===== src/rtl/warp_pkg.sv =====
// warp_pkg: shared widths, requester IDs and arbiter state encoding for the warp accelerator.
package warp_pkg;
    localparam int ADDR_WIDTH = 32;
    localparam int MEM_REQ_FETCH = 0;
    typedef enum logic {ARB_IDLE, ARB_LOCKED} arb_state_e;
endpackage


===== src/rtl/rocc_mem_arbiter_if.sv =====
// rocc_mem_arbiter_if: requester-side and L1-side signals of the shared RoCC memory port.
interface rocc_mem_arbiter_if #(
    parameter int NUM_REQ = 4,
    parameter int ADDR_WIDTH = warp_pkg::ADDR_WIDTH,
    parameter int DATA_WIDTH = 32,
    parameter int MAX_OUTSTANDING = 4
);
    logic [NUM_REQ-1:0] req_valid;
    logic [NUM_REQ-1:0] req_ready;
    logic [NUM_REQ*ADDR_WIDTH-1:0] req_addr;
    logic [NUM_REQ-1:0] req_write;
    logic [NUM_REQ*DATA_WIDTH-1:0] req_wdata;
    logic [NUM_REQ-1:0] resp_valid;
    logic [DATA_WIDTH-1:0] resp_data;
    logic mem_req_valid;
    logic mem_req_ready;
    logic [ADDR_WIDTH-1:0] mem_req_addr;
    logic mem_req_write;
    logic [DATA_WIDTH-1:0] mem_req_data;
    logic mem_resp_valid;
    logic mem_resp_ready;
    logic [DATA_WIDTH-1:0] mem_resp_data;
    logic [$clog2(MAX_OUTSTANDING+1)-1:0] outstanding;
    logic err_orphan_resp;
    modport slave (
        input req_valid, req_addr, req_write, req_wdata, mem_req_ready, mem_resp_valid, mem_resp_data,
        output req_ready, resp_valid, resp_data, mem_req_valid, mem_req_addr, mem_req_write,
        output mem_req_data, mem_resp_ready, outstanding, err_orphan_resp
    );
    modport master (
        output req_valid, req_addr, req_write, req_wdata, mem_req_ready, mem_resp_valid, mem_resp_data,
        input req_ready, resp_valid, resp_data, mem_req_valid, mem_req_addr, mem_req_write,
        input mem_req_data, mem_resp_ready, outstanding, err_orphan_resp
    );
endinterface


===== src/rtl/warp_id_fifo.sv =====
// warp_id_fifo: synchronous FIFO, DEPTH a power of two; no push/pop bypass.
module warp_id_fifo #(
    parameter int WIDTH = 2,
    parameter int DEPTH = 4
) (
    input  logic clk,
    input  logic rst,
    input  logic push,
    input  logic pop,
    input  logic [WIDTH-1:0] din,
    output logic [WIDTH-1:0] dout,
    output logic full,
    output logic empty,
    output logic [$clog2(DEPTH):0] count
);
    localparam int AW = $clog2(DEPTH);
    logic [AW:0] wr_q, wr_d, rd_q, rd_d;
    logic [WIDTH-1:0] mem_q [DEPTH];
    always_comb begin
        full = (wr_q ^ rd_q) == {1'b1, {AW{1'b0}}};
        empty = wr_q == rd_q;
        count = wr_q - rd_q;
        dout = mem_q[rd_q[AW-1:0]];
        wr_d = (push && !full) ? wr_q + 1'b1 : wr_q;
        rd_d = (pop && !empty) ? rd_q + 1'b1 : rd_q;
    end
    always_ff @(posedge clk) begin
        if (rst) begin
            wr_q <= '0;
            rd_q <= '0;
        end else begin
            wr_q <= wr_d;
            rd_q <= rd_d;
        end
    end
    always_ff @(posedge clk) begin
        if (push && !full) mem_q[wr_q[AW-1:0]] <= din;
    end
endmodule


===== src/rtl/rocc_mem_arbiter.sv =====
// rocc_mem_arbiter: round-robin share of the RoCC L1 port; in-order ID FIFO routes responses back.
module rocc_mem_arbiter
    import warp_pkg::*;
#(
    parameter int NUM_REQ = 4,
    parameter int ADDR_WIDTH = warp_pkg::ADDR_WIDTH,
    parameter int DATA_WIDTH = 32,
    parameter int MAX_OUTSTANDING = 4
) (
    input logic clk,
    input logic rst,
    rocc_mem_arbiter_if.slave bus
);
    localparam int IW = $clog2(NUM_REQ);
    arb_state_e state_q, state_d;
    logic [IW-1:0] grant_q, grant_d, rr_ptr_q, rr_ptr_d, pick, grant, head;
    logic err_q, err_d, found, accept, pop, full, empty;
    always_comb begin
        found = 1'b0;
        pick = rr_ptr_q;
        for (int k = 0; k < NUM_REQ; k++) begin
            if (!found && bus.req_valid[(int'(rr_ptr_q) + k) % NUM_REQ]) begin
                found = 1'b1;
                pick = IW'((int'(rr_ptr_q) + k) % NUM_REQ);
            end
        end
        grant = (state_q == ARB_LOCKED) ? grant_q : pick;
        // A full FIFO blocks new grants; a lock can only exist while not full.
        bus.mem_req_valid = !rst && !full && (state_q == ARB_LOCKED || found);
        bus.mem_req_addr = bus.req_addr[int'(grant)*ADDR_WIDTH +: ADDR_WIDTH];
        bus.mem_req_data = bus.req_wdata[int'(grant)*DATA_WIDTH +: DATA_WIDTH];
        bus.mem_req_write = bus.req_write[grant];
        accept = bus.mem_req_valid && bus.mem_req_ready;
        bus.req_ready = accept ? NUM_REQ'(1) << grant : '0;
        state_d = accept ? ARB_IDLE : (bus.mem_req_valid ? ARB_LOCKED : state_q);
        grant_d = grant;
        rr_ptr_d = accept ? ((int'(grant) == NUM_REQ - 1) ? '0 : grant + 1'b1) : rr_ptr_q;
        pop = !rst && bus.mem_resp_valid && !empty;
        bus.resp_valid = pop ? NUM_REQ'(1) << head : '0;
        bus.resp_data = bus.mem_resp_data;
        bus.mem_resp_ready = !rst;
        err_d = err_q || (bus.mem_resp_valid && empty);
        bus.err_orphan_resp = err_q;
    end
    always_ff @(posedge clk) begin
        if (rst) begin
            state_q <= ARB_IDLE;
            grant_q <= '0;
            rr_ptr_q <= IW'(MEM_REQ_FETCH);
            err_q <= 1'b0;
        end else begin
            state_q <= state_d;
            grant_q <= grant_d;
            rr_ptr_q <= rr_ptr_d;
            err_q <= err_d;
        end
    end
    warp_id_fifo #(.WIDTH(IW), .DEPTH(MAX_OUTSTANDING)) u_id_fifo (
        .clk(clk),
        .rst(rst),
        .push(accept),
        .pop(pop),
        .din(grant),
        .dout(head),
        .full(full),
        .empty(empty),
        .count(bus.outstanding)
    );
endmodule


===== src/flat_wrapper.sv =====
// flat-port wrapper written by rule: the top's interface ports become plain ports
module rocc_mem_arbiter_flat import warp_pkg::*;
#(
    parameter int NUM_REQ = 4,
    parameter int ADDR_WIDTH = warp_pkg::ADDR_WIDTH,
    parameter int DATA_WIDTH = 32,
    parameter int MAX_OUTSTANDING = 4
)
  (clk, rst, bus_req_valid, bus_req_addr, bus_req_write, bus_req_wdata, bus_mem_req_ready, bus_mem_resp_valid, bus_mem_resp_data, bus_req_ready, bus_resp_valid, bus_resp_data, bus_mem_req_valid, bus_mem_req_addr, bus_mem_req_write, bus_mem_req_data, bus_mem_resp_ready, bus_outstanding, bus_err_orphan_resp);
  rocc_mem_arbiter_if #(.NUM_REQ(NUM_REQ), .ADDR_WIDTH(ADDR_WIDTH), .DATA_WIDTH(DATA_WIDTH), .MAX_OUTSTANDING(MAX_OUTSTANDING)) bus_i ();
  input logic clk;
  input logic rst;
  input wire logic [$bits(bus_i.req_valid)-1:0] bus_req_valid;
  input wire logic [$bits(bus_i.req_addr)-1:0] bus_req_addr;
  input wire logic [$bits(bus_i.req_write)-1:0] bus_req_write;
  input wire logic [$bits(bus_i.req_wdata)-1:0] bus_req_wdata;
  input wire logic [$bits(bus_i.mem_req_ready)-1:0] bus_mem_req_ready;
  input wire logic [$bits(bus_i.mem_resp_valid)-1:0] bus_mem_resp_valid;
  input wire logic [$bits(bus_i.mem_resp_data)-1:0] bus_mem_resp_data;
  output wire logic [$bits(bus_i.req_ready)-1:0] bus_req_ready;
  output wire logic [$bits(bus_i.resp_valid)-1:0] bus_resp_valid;
  output wire logic [$bits(bus_i.resp_data)-1:0] bus_resp_data;
  output wire logic [$bits(bus_i.mem_req_valid)-1:0] bus_mem_req_valid;
  output wire logic [$bits(bus_i.mem_req_addr)-1:0] bus_mem_req_addr;
  output wire logic [$bits(bus_i.mem_req_write)-1:0] bus_mem_req_write;
  output wire logic [$bits(bus_i.mem_req_data)-1:0] bus_mem_req_data;
  output wire logic [$bits(bus_i.mem_resp_ready)-1:0] bus_mem_resp_ready;
  output wire logic [$bits(bus_i.outstanding)-1:0] bus_outstanding;
  output wire logic [$bits(bus_i.err_orphan_resp)-1:0] bus_err_orphan_resp;
  assign bus_i.req_valid = bus_req_valid;
  assign bus_i.req_addr = bus_req_addr;
  assign bus_i.req_write = bus_req_write;
  assign bus_i.req_wdata = bus_req_wdata;
  assign bus_i.mem_req_ready = bus_mem_req_ready;
  assign bus_i.mem_resp_valid = bus_mem_resp_valid;
  assign bus_i.mem_resp_data = bus_mem_resp_data;
  assign bus_req_ready = bus_i.req_ready;
  assign bus_resp_valid = bus_i.resp_valid;
  assign bus_resp_data = bus_i.resp_data;
  assign bus_mem_req_valid = bus_i.mem_req_valid;
  assign bus_mem_req_addr = bus_i.mem_req_addr;
  assign bus_mem_req_write = bus_i.mem_req_write;
  assign bus_mem_req_data = bus_i.mem_req_data;
  assign bus_mem_resp_ready = bus_i.mem_resp_ready;
  assign bus_outstanding = bus_i.outstanding;
  assign bus_err_orphan_resp = bus_i.err_orphan_resp;
  rocc_mem_arbiter #(.NUM_REQ(NUM_REQ), .ADDR_WIDTH(ADDR_WIDTH), .DATA_WIDTH(DATA_WIDTH), .MAX_OUTSTANDING(MAX_OUTSTANDING)) u_core (.clk(clk), .rst(rst), .bus(bus_i));
endmodule

===== config.mk =====
export PLATFORM = sky130hd
export DESIGN_NAME = rocc_mem_arbiter_flat
export DESIGN_NICKNAME = d
export VERILOG_FILES = /design/src/rtl/warp_pkg.sv /design/src/rtl/rocc_mem_arbiter_if.sv /design/src/rtl/warp_id_fifo.sv /design/src/rtl/rocc_mem_arbiter.sv /design/src/flat_wrapper.sv
export SDC_FILE = /design/constraint.sdc
export NUM_CORES = 1
export LEC_CHECK = 0
export ABC_CLOCK_PERIOD_IN_PS = 5300
export CAP_MARGIN = 15
export CORE_AREA = 4 4 157 159
export DETAILED_ROUTE_END_ITERATION = 16
export DIE_AREA = 0 0 161 163
export GPL_TIMING_DRIVEN = 0
export PLACE_DENSITY_LB_ADDON = 0.2
export SKIP_CTS_REPAIR_TIMING = 1
export SLEW_MARGIN = 10
export SYNTH_ARGS = -nofsm -noshare
export SYNTH_HDL_FRONTEND = slang
export SYNTH_SLANG_ARGS = --single-unit

===== constraint.sdc =====
create_clock -name clk -period 5.3 [get_ports clk]
set_input_delay 1.06 -clock clk [delete_from_list [all_inputs] [get_ports clk]]
set_output_delay 1.06 -clock clk [all_outputs]
set_load 0.01 [all_outputs]

==> out/qor.csv <==
stage;metric;value;unit
synth;post-synthesis average cell area;6.79;um2
timing;Slew Limit Fails;0;
pwr;Internal Pwr Total;0.936;mW
synth;top-count cell post-synth;o21ai_0;
clock_network;clock root cell;clkbuf_16;
run_status;status;finished, final reports clean;
worst_setup_path;CP Launch Type;input pin;
pwr;share of total power in combinational logic;0.772;
routing;per-cell routed wire length;21.3;um
floorplan;I/O Pins;411;
synth;Synth Area in Simple Gates;0.0695;
global_route;initial antenna violation count;5;
floorplan;row count;56;
synth;most instantiated cells after synthesis;o21ai_0, a31oi_1, a22oi_1;
clock_network;CTS max path bufs;2;
synth;largest family of logic cells by synthesized area;compound AO/OA/AOI/OAI gates;
global_route;first-pass GRT wire length;38700;um
synth;Compound-Gate Fraction of Synth Area;0.554;
place;PortBufs;376;
floorplan;chip height;163;um
pwr;Leak;2.91;nW
synth;Synth async-reset ratio;0;
place;dpl hpwl;22100;um
synth;largest area contributor in the netlist;a31oi_1;
worst_setup_path;WP buf/inv;4;
worst_setup_path;Critical Path AT;4.01;ns
worst_setup_path;Worst Path Required;4.24;ns
routing;via/cell ratio;4.87;
timing;setup_tns;0;ns
synth;sequential-to-total area share from yosys stat;0.135;
pwr;clock group share of total power;0.099;
global_route;GRT overflow;0;
final_layout;final net count;1258;
timing;RSZ-0062 raised after global routing;false;
routing;total detailed-routing wirelength;27000;um
timing;skew final;0.000976;ns
clock_network;Reg clk slew, reported paths;0.05;ns
synth;cell area after synthesis;3850;um2
timing;relative slew slack;0.378;
pwr;Sw Share;0.397;
routing;DR pass1 iterations;5;
worst_setup_path;CP max FO;10;
synth;Synth top area share;0.213;
timing;Min Hold Slack;0.476;ns
timing;Max Freq;197;MHz
job;Max Cap Violations;0;
worst_setup_path;Setup crit end kind;output port;
global_route;number of global-route vias before repair;6416;
synth;Post-synth EDFFs;8;
worst_setup_path;crit-path cells;clkdlybuf4s50_1, nor4bb_1, o21ai_1, o2111ai_2, buf_2, buf_2, a31oi_1, a22oi_1, clkdlybuf4s50_1;
clock_network;TritonCTS Buffers;3;
global_route;gr usage total;0.187;
pwr;Worst VDD drop;0.137;mV
clock_network;clk sinks;22;
global_route;largest net degree at the start of global routing;14;
pwr;Net Sw Power;0.617;mW
place;RD Place Congestion;0.820;
timing;Tmin final;5.07;ns
floorplan;die area;26200;um2
synth;multiplexer share of the synthesized area;0.0230;
timing;final period utilization;0.956;
timing;setup violators final;0;
synth;Yosys Warn Count;0;
worst_setup_path;critical path type;in -> out;
synth;main area contributors after synthesis;a31oi_1, o21ai_0, a22oi_1, dfxtp_1, buf_4;
synth;synthesized flop and latch total;22;
routing;Iter 0 DRT Violations;365;
floorplan;Core ar.;23300;um2
worst_setup_path;CP max stage cell;clkdlybuf4s50_1;
timing;Final Hold Viols;0;
worst_setup_path;largest stage delay on the critical path;0.63;ns
clock_network;H-tree Lvls;1;
floorplan;Initial Utilization;0.166;
synth;Syn Inst Count;568;
final_layout;share of layout cells above drive strength 1;0.0771;
clock_network;CTS tree;yes;
synth;syn nets;877;
pwr;Reg power frac;0.129;
synth;Synth Area in Adders;0.0312;
routing;Post-DRT Antenna Nets;0;
synth;ys flop type;dfxtp_1;
synth;Distinct cells, synth;46;
clock_network;Clk Latency, worst-skew pair;0.25;ns
hold_path;worst min path class;reg -> reg;
synth;post-synthesis xor/xnor area fraction;0.00909;
floorplan;Die X;161;um
worst_setup_path;CP top delay family;buffers and inverters;
timing;Slew @ Worst Pin;0.925;ns
routing;vias post-DR;6173;
final_layout;Area growth, synth to finish;110;%
pwr;PwrDens;191;nW/um2
routing;# DRC;0;
-- cell type report --
cell class,count,area (um2)
plain buffers,109,632
inverters,16,65.1
repair buffers,376,3760
well taps,319,399
diodes,1,2.50
fillers,2530,15200
flip-flops and latches,22,520
multi-input cells,421,2650
clock buffers,3,75.1
-- per-layer routing --
metal  part of all wire  vias to the layer above  track usage
met1               0.38                     2878        0.218
met3              0.078                       34       0.0496
met2               0.52                      290        0.351
met4              0.016                        8       0.0299
met5             0.0025                        -            0
li1                   -                     2963            -
-- sequential cells by signal, summed over array words and instances, names as in the netlist, named ones only --
signal                      cells
u_core.u_id_fifo.wr_q           3
u_core.bus.err_orphan_resp      1
u_core.u_id_fifo.rd_q           3
u_core.rr_ptr_q                 2
u_core.state_q                  1
u_core.grant_q                  2
u_core.u_id_fifo.mem_q          8
-- cells by family after synthesis --
kind of cell / count (synthesis)
AND/OR/NAND/NOR: 53
AO/OA/AOI/OAI: 350
buffers and inverters: 125
adder cells (fa/ha/maj): 9
multiplexers: 5
XOR/XNOR: 4
flip-flops: 22
-- layout by cell type, fill, tap and decap left out, drive strengths merged, types with 3 or more instances in the layout --
cell type	netlist	routed
clkdlybuf4s50	0	376
o21ai	134	134
a31oi	131	131
a22oi	65	65
buf	58	57
clkbuf	51	55
nor2	20	20
inv	15	15
dfxtp	14	14
nand2	8	8
ha	8	8
edfxtp	8	8
and3	6	6
a21oi	5	5
nand2b	4	4
o31ai	4	4
nand3	4	4
mux4	3	3
xor2	3	3
-- power groups by stage --
stage	Sequential (mW)	Combinational, mW	Clock (mW)
CTS	0.201	1.21	0.159
floorplan	0.202	0.527	0
detailed placement	0.205	1.20	0
global placement	0.205	1.20	0
finish	0.201	1.20	0.154
global route	0.203	1.29	0.165
-- worst paths after layout --
kind	cells after the start	slack [ns]	to	from
setup / recovery	9	0.23	bus_mem_req_data[12]	bus_req_valid[1]
hold / removal	2	0.48	u_core.bus.err_orphan_resp	u_core.bus.err_orphan_resp
setup reg to reg	10	2.76	u_core.rr_ptr_q[1]	u_core.rr_ptr_q[0]
hold reg to reg	2	0.48	u_core.bus.err_orphan_resp	u_core.bus.err_orphan_resp
-- worst min-delay path: cells and delay by family, from the launching register on --
kind | cells | cell delay (ns)
simple gates | 1 | 0.07
flops | 1 | 0.33
compound gates | 1 | 0.04
-- metrics by stage --
stage / instances / total power, mW / utilization / setup WS, ns / cell area, um2
final: 1267 / 1.55 / 0.348 / 0.234 / 8110
after global routing: 1267 / 1.66 / 0.348 / 0.00684 / 8110
after CTS: 1266 / 1.57 / 0.348 / -0.0967 / 8090
after detailed placement: 1263 / 1.40 / 0.345 / -0.0740 / 8020
after global placement: 1263 / 1.41 / 0.345 / -0.0439 / 8020
after floorplan: 568 / 0.729 / - / 1.52 / 3850
Power figures use the tool's default switching activity.
